===== config.mk =====
export PLATFORM = sky130hd
export DESIGN_NAME = seat_query_reader
export DESIGN_NICKNAME = d
export VERILOG_FILES = /design/src/rtl/seat_query_reader.sv
export SDC_FILE = /design/constraint.sdc
export NUM_CORES = 1
export LEC_CHECK = 0
export ABC_AREA = 1
export CELL_PAD_IN_SITES_DETAIL_PLACEMENT = 0
export CELL_PAD_IN_SITES_GLOBAL_PLACEMENT = 2
export CORE_ASPECT_RATIO = 0.75
export CORE_MARGIN = 8
export CORE_UTILIZATION = 24
export CTS_CLUSTER_DIAMETER = 30
export DETAILED_ROUTE_END_ITERATION = 7
export PLACE_DENSITY = 0.86
export SLEW_MARGIN = 20
export SYNTH_ARGS = -nofsm -noshare
export SYNTH_HDL_FRONTEND = slang
export SYNTH_SLANG_ARGS = --single-unit

===== constraint.sdc =====
create_clock -name clk -period 1.9 [get_ports clk]
set_input_delay 0.38 -clock clk [delete_from_list [all_inputs] [get_ports clk]]
set_output_delay 0.38 -clock clk [all_outputs]
set_load 0.03 [all_outputs]

===== src/rtl/seat_query_reader.sv =====
// seat_query_reader
//   Read-side query engine for the seat table. A query either looks up one seat
//   directly or scans every seat for a student number. The table is read through
//   a port with one cycle of latency, and the result is held on a valid/ready
//   response channel until it is taken.
//
// Ports
//   clk, rst            rising-edge clock; synchronous active-high reset
//   query_*             request channel (valid/ready), sampled only at handshake
//   tbl_rd_en/addr      table read strobe and address
//   tbl_rd_*            table read data, valid the cycle after tbl_rd_en
//   resp_*              response channel (valid/ready); fields held while stalled
module seat_query_reader #(
  parameter int NUM_SEATS = 32,
  parameter int SEAT_W    = 5,
  parameter int STUDENT_W = 32,
  parameter int TIME_W    = 11
) (
  input  logic                 clk,
  input  logic                 rst,
  input  logic                 query_valid,
  output logic                 query_ready,
  input  logic                 query_by_seat,
  input  logic [SEAT_W-1:0]    query_seat_no,
  input  logic [STUDENT_W-1:0] query_student_no,
  output logic                 tbl_rd_en,
  output logic [SEAT_W-1:0]    tbl_rd_addr,
  input  logic [STUDENT_W-1:0] tbl_rd_student_no,
  input  logic [1:0]           tbl_rd_state,
  input  logic [TIME_W-1:0]    tbl_rd_time,
  output logic                 resp_valid,
  input  logic                 resp_ready,
  output logic                 resp_found,
  output logic [SEAT_W-1:0]    resp_seat_no,
  output logic [1:0]           resp_state,
  output logic [TIME_W-1:0]    resp_time
);

  typedef enum logic [1:0] {IDLE, DIRECT, SCAN, RESP} state_t;

  localparam logic [SEAT_W-1:0] LAST_SEAT  = SEAT_W'(NUM_SEATS - 1);
  // One bit wider so NUM_SEATS == 2**SEAT_W still compares correctly.
  localparam logic [SEAT_W:0]   SEAT_LIMIT = (SEAT_W + 1)'(NUM_SEATS);

  state_t               state;
  logic                 q_by_seat;
  logic [STUDENT_W-1:0] q_student;
  // vld_pipe[0]: read issued this cycle; vld_pipe[1]: table data present this cycle.
  logic [1:0]           vld_pipe;
  logic [SEAT_W-1:0]    cmp_addr;   // address whose data is on tbl_rd_* now
  logic                 entry_live;
  logic                 scan_hit;

  assign tbl_rd_en   = vld_pipe[0];
  assign query_ready = (state == IDLE) && !rst;
  assign entry_live  = (tbl_rd_state != 2'd0);
  assign scan_hit    = vld_pipe[1] && entry_live && (tbl_rd_student_no == q_student);

  always_ff @(posedge clk) begin
    if (rst) begin
      state        <= IDLE;
      q_by_seat    <= 1'b0;
      q_student    <= '0;
      vld_pipe     <= '0;
      cmp_addr     <= '0;
      tbl_rd_addr  <= '0;
      resp_valid   <= 1'b0;
      resp_found   <= 1'b0;
      resp_seat_no <= '0;
      resp_state   <= '0;
      resp_time    <= '0;
    end else begin
      vld_pipe[1] <= vld_pipe[0];
      cmp_addr    <= tbl_rd_addr;
      case (state)
        IDLE: begin
          if (query_valid) begin
            q_by_seat    <= query_by_seat;
            q_student    <= query_student_no;
            resp_found   <= 1'b0;
            resp_seat_no <= '0;
            resp_state   <= '0;
            resp_time    <= '0;
            if (!query_by_seat) begin
              state       <= SCAN;
              vld_pipe[0] <= 1'b1;
              tbl_rd_addr <= '0;
            end else if ({1'b0, query_seat_no} < SEAT_LIMIT) begin
              state       <= DIRECT;
              vld_pipe[0] <= 1'b1;
              tbl_rd_addr <= query_seat_no;
            end else begin
              // Out-of-range seat: answer immediately with an all-zero miss.
              state      <= RESP;
              resp_valid <= 1'b1;
            end
          end
        end
        DIRECT: begin
          vld_pipe[0] <= 1'b0;
          if (vld_pipe[1]) begin
            // Direct lookups report the entry even when it is EMPTY.
            state        <= RESP;
            resp_valid   <= 1'b1;
            resp_found   <= entry_live;
            resp_seat_no <= cmp_addr;
            resp_state   <= tbl_rd_state;
            resp_time    <= tbl_rd_time;
          end
        end
        SCAN: begin
          if (scan_hit) begin
            // The read already in flight for the next seat is dropped.
            vld_pipe[0]  <= 1'b0;
            state        <= RESP;
            resp_valid   <= 1'b1;
            resp_found   <= 1'b1;
            resp_seat_no <= cmp_addr;
            resp_state   <= tbl_rd_state;
            resp_time    <= tbl_rd_time;
          end else if (vld_pipe[1] && (cmp_addr == LAST_SEAT)) begin
            state      <= RESP;
            resp_valid <= 1'b1;
          end else if (vld_pipe[0]) begin
            // Stop issuing at the last seat; the address never wraps.
            if (tbl_rd_addr == LAST_SEAT) vld_pipe[0] <= 1'b0;
            else                          tbl_rd_addr <= tbl_rd_addr + 1'b1;
          end
        end
        RESP: begin
          if (resp_ready) begin
            resp_valid <= 1'b0;
            state      <= IDLE;
          end
        end
        default: state <= IDLE;
      endcase
    end
  end

endmodule


==> results.json <==
{
  "status": "finished clean",
  "synthTopCellsByCount": "nor2_1 (88), nand2_1 (70), dfxtp_1 (66)",
  "drc": 0,
  "cp-end-kind": "output port",
  "p_int_mw": 4.423,
  "cp.arrival_ps": 1440,
  "die_w_um": 150.8,
  "worstSetupPathType": "register to output port",
  "fin_skew_ps": 7.019,
  "overflow": 0,
  "critPathTopFamily": "buffers and inverters",
  "cp_num_buf_inv": 1,
  "place_area_mm2": 0.004624,
  "fin_crit_sh_pct": 95.70,
  "synth_edf_count": 0,
  "power.density_mw_per_mm2": 1471,
  "clk_pin_slew_ps": 60,
  "ir_worst_vdd_v": 0.0004671,
  "drive_gt1_share_pct": 14.34,
  "yosys.area.top_type": "dfxtp_1",
  "synthDominantCellAreaShare_pct": 40.40,
  "grt_first_pass_wirelength_um": 15320,
  "yosysMostFrequentCell": "nor2_1",
  "cts_num_sinks": 66,
  "fin_cells": 747,
  "synth_seq_cells": 66,
  "worstMarginPinSlew_ps": 402.2,
  "routed_wirelength_um": 10060,
  "rows": 37,
  "pwr-share-seq_pct": 27.4,
  "viasPerCell": 4.151,
  "switching_power_mw": 3.020,
  "avgSynthCellArea_um2": 7.366,
  "cts_hold_buf": 0,
  "finalCriticalPeriod_ps": 1818,
  "required_ps": 1520,
  "final_util_pct": 37.42,
  "setup_violations": 0,
  "critPathMaxStageDelay_ps": 700,
  "drv_cap": 0,
  "dp.final_hpwl_um": 7805,
  "num_vias": 3101,
  "htreeDepth": 3,
  "ctsLongestPathBuffers": 2,
  "synth_area_mm2": 0.003271,
  "grt_pass1_vias": 3157,
  "hold_viol_final": 0,
  "antenna_found_initial": 0,
  "ys.flop_type": "dfxtp_1",
  "postRouteAntennaNets": 0,
  "crit_fanout": 5,
  "yosys_warnings": 0,
  "core-area_mm2": 0.01352,
  "yosys-top-cells-area": "dfxtp_1 (40%), nor2_1 (10%), nand2_1 (8.0%)",
  "nFillCells": 1404,
  "cts_buffers": 9,
  "finalInstanceArea_mm2": 0.005059,
  "crit_chain": "clkdlybuf4s50_1",
  "synthToLayoutAreaGrowth_pct": 54.67,
  "syn_nets": 539,
  "leakage_nw": 2.082,
  "slew_headroom_pct": 72.94,
  "synthCells": 444,
  "grt_usage_pct": 11.21,
  "swShare_pct": 40.57,
  "combPwrFrac_pct": 48.8,
  "start_util_pct": 24.19,
  "die_h_um": 117.1,
  "worstHoldPathType": "input port to register",
  "power.share.clock_pct": 23.8,
  "design.die.area_mm2": 0.01766,
  "portBuffers": 113,
  "cts_root_buf": "clkbuf_16",
  "drt-initial-drc-count": 106,
  "cp-start-kind": "register",
  "fmax_mhz": 550.0,
  "pin_count": 114,
  "clock_latency_ps": 330,
  "drv_slew": 0,
  "yosysUniqueCellTypes": 30,
  "synth_seq_area_share_pct": 40.40,
  "antenna_cells": 0,
  "dr.pass1.iters": 6,
  "wl_per_cell_um": 13.47,
  "nets": 662,
  "ys_async_sr_fraction_pct": 0,
  "crit_slowest_cell": "clkdlybuf4s50_1",
  "cts_tree": "built",
  "grt_max_degree": 27,
  "dp_cells": 729,
  "place_congestion": 0.7372
}
==> registers in the layout, summed over array words and instances (netlist names), 2 cells and up <==
name and count:
q_student 32, vld_pipe 2, resp_time 11, resp_state 2
tbl_rd_addr 5, state 2, resp_seat_no 5, cmp_addr 5
==> final timing paths <==
check | depth (start not counted) | end | slack, ps | from
worst max register to register | 11 | resp_time[10]$_SDFFE_PP0P_ | 150 | state[1]$_SDFFE_PP0P_
worst min register to register | 2 | resp_time[7]$_SDFFE_PP0P_ | 460 | resp_time[7]$_SDFFE_PP0P_
worst min-delay path | 3 | resp_state[1]$_SDFFE_PP0P_ | 380 | tbl_rd_state[1]
worst max-delay path | 1 | tbl_rd_addr[1] | 80 | tbl_rd_addr[1]$_SDFFE_PP0P_
==> power by group through the flow <==
stage / logic (mW) / registers [mW] / clock network (mW)
2_1_floorplan: 2.14 / 2.29 / 0
3_3_place_gp: 3.31 / 2.06 / 0
3_5_place_dp: 3.35 / 2.07 / 0
4_1_cts: 3.36 / 2.04 / 1.82
5_1_grt: 4.01 / 2.10 / 1.88
6_report: 3.63 / 2.04 / 1.77
==> placed cells by master, fill, tap and decap left out, drive strengths merged <==
cell           netlist  final
inv                 38     39
o21ai               39     39
nor3                 1      1
clkdlybuf4s50        0    103
a22oi                3      3
nand3b               1      1
dfxtp               66     66
ha                   8      8
clkbuf              14     10
nand2               84     84
mux2i                1      1
nand3               31     31
o22ai                1      1
xor2                 5      5
nor4                 1      1
clkinvlp             0      2
clkinv               1      4
buf                  5     17
or2                  3      3
xnor2               17     17
dlymetal6s2s         0      9
nor2                89     89
bufinv               0      2
a21oi               36     36
==> layer usage <==
layer  track usage (%)  vias to the layer above  routed length, um
met5                 0                        -                  0
met4             3.945                        0                144
met3             3.304                       10                460
met2             17.36                       58               4421
met1             14.62                     1383               5037
li1                  -                     1650                  -
==> cell families after synthesis <==
logic type	after synthesis	share of synthesized area, %
fa+ha+maj	8	3.061
compound gates	79	13.50
mux	1	0.3061
simple gates	210	28.73
flops	66	40.40
buf+inv	58	8.110
xor+xnor	22	5.891
==> timing repair <==
item | CTS | global route
gates resized for setup | 0 | 25
setup buffers | 0 | 0
endpoints found under the setup margin | 0 | 27
==> final cells by class <==
class | instances | area, um^2 | area share (%)
multi-input cells | 320 | 1719 | 33.98
flip-flops and latches | 66 | 1323 | 26.14
repair buffers | 130 | 1311 | 25.92
clock buffers | 9 | 225.2 | 4.452
well taps | 175 | 219.0 | 4.328
inverters | 39 | 158.9 | 3.141
clock inverters | 7 | 93.84 | 1.855
repair inverters | 1 | 8.758 | 0.1731
==> stage by stage <==
| step | hold slack (ps) | setup slack [ps] | setup TNS [ps] | total power, mW |
|---|---|---|---|---|
| floorplan | 436.4 | 232.7 | 0 | 4.428 |
| global placement | 443.5 | -257.8 | -6238 | 5.362 |
| detailed placement | 457.6 | -282.8 | -6744 | 5.423 |
| CTS | 465.5 | 32.26 | 0 | 7.232 |
| global route | 380.7 | -1.542 | -2.991 | 7.984 |
| finish | 376.8 | 81.69 | 0 | 7.443 |
Note: power is estimated with default switching activity, not from simulation.
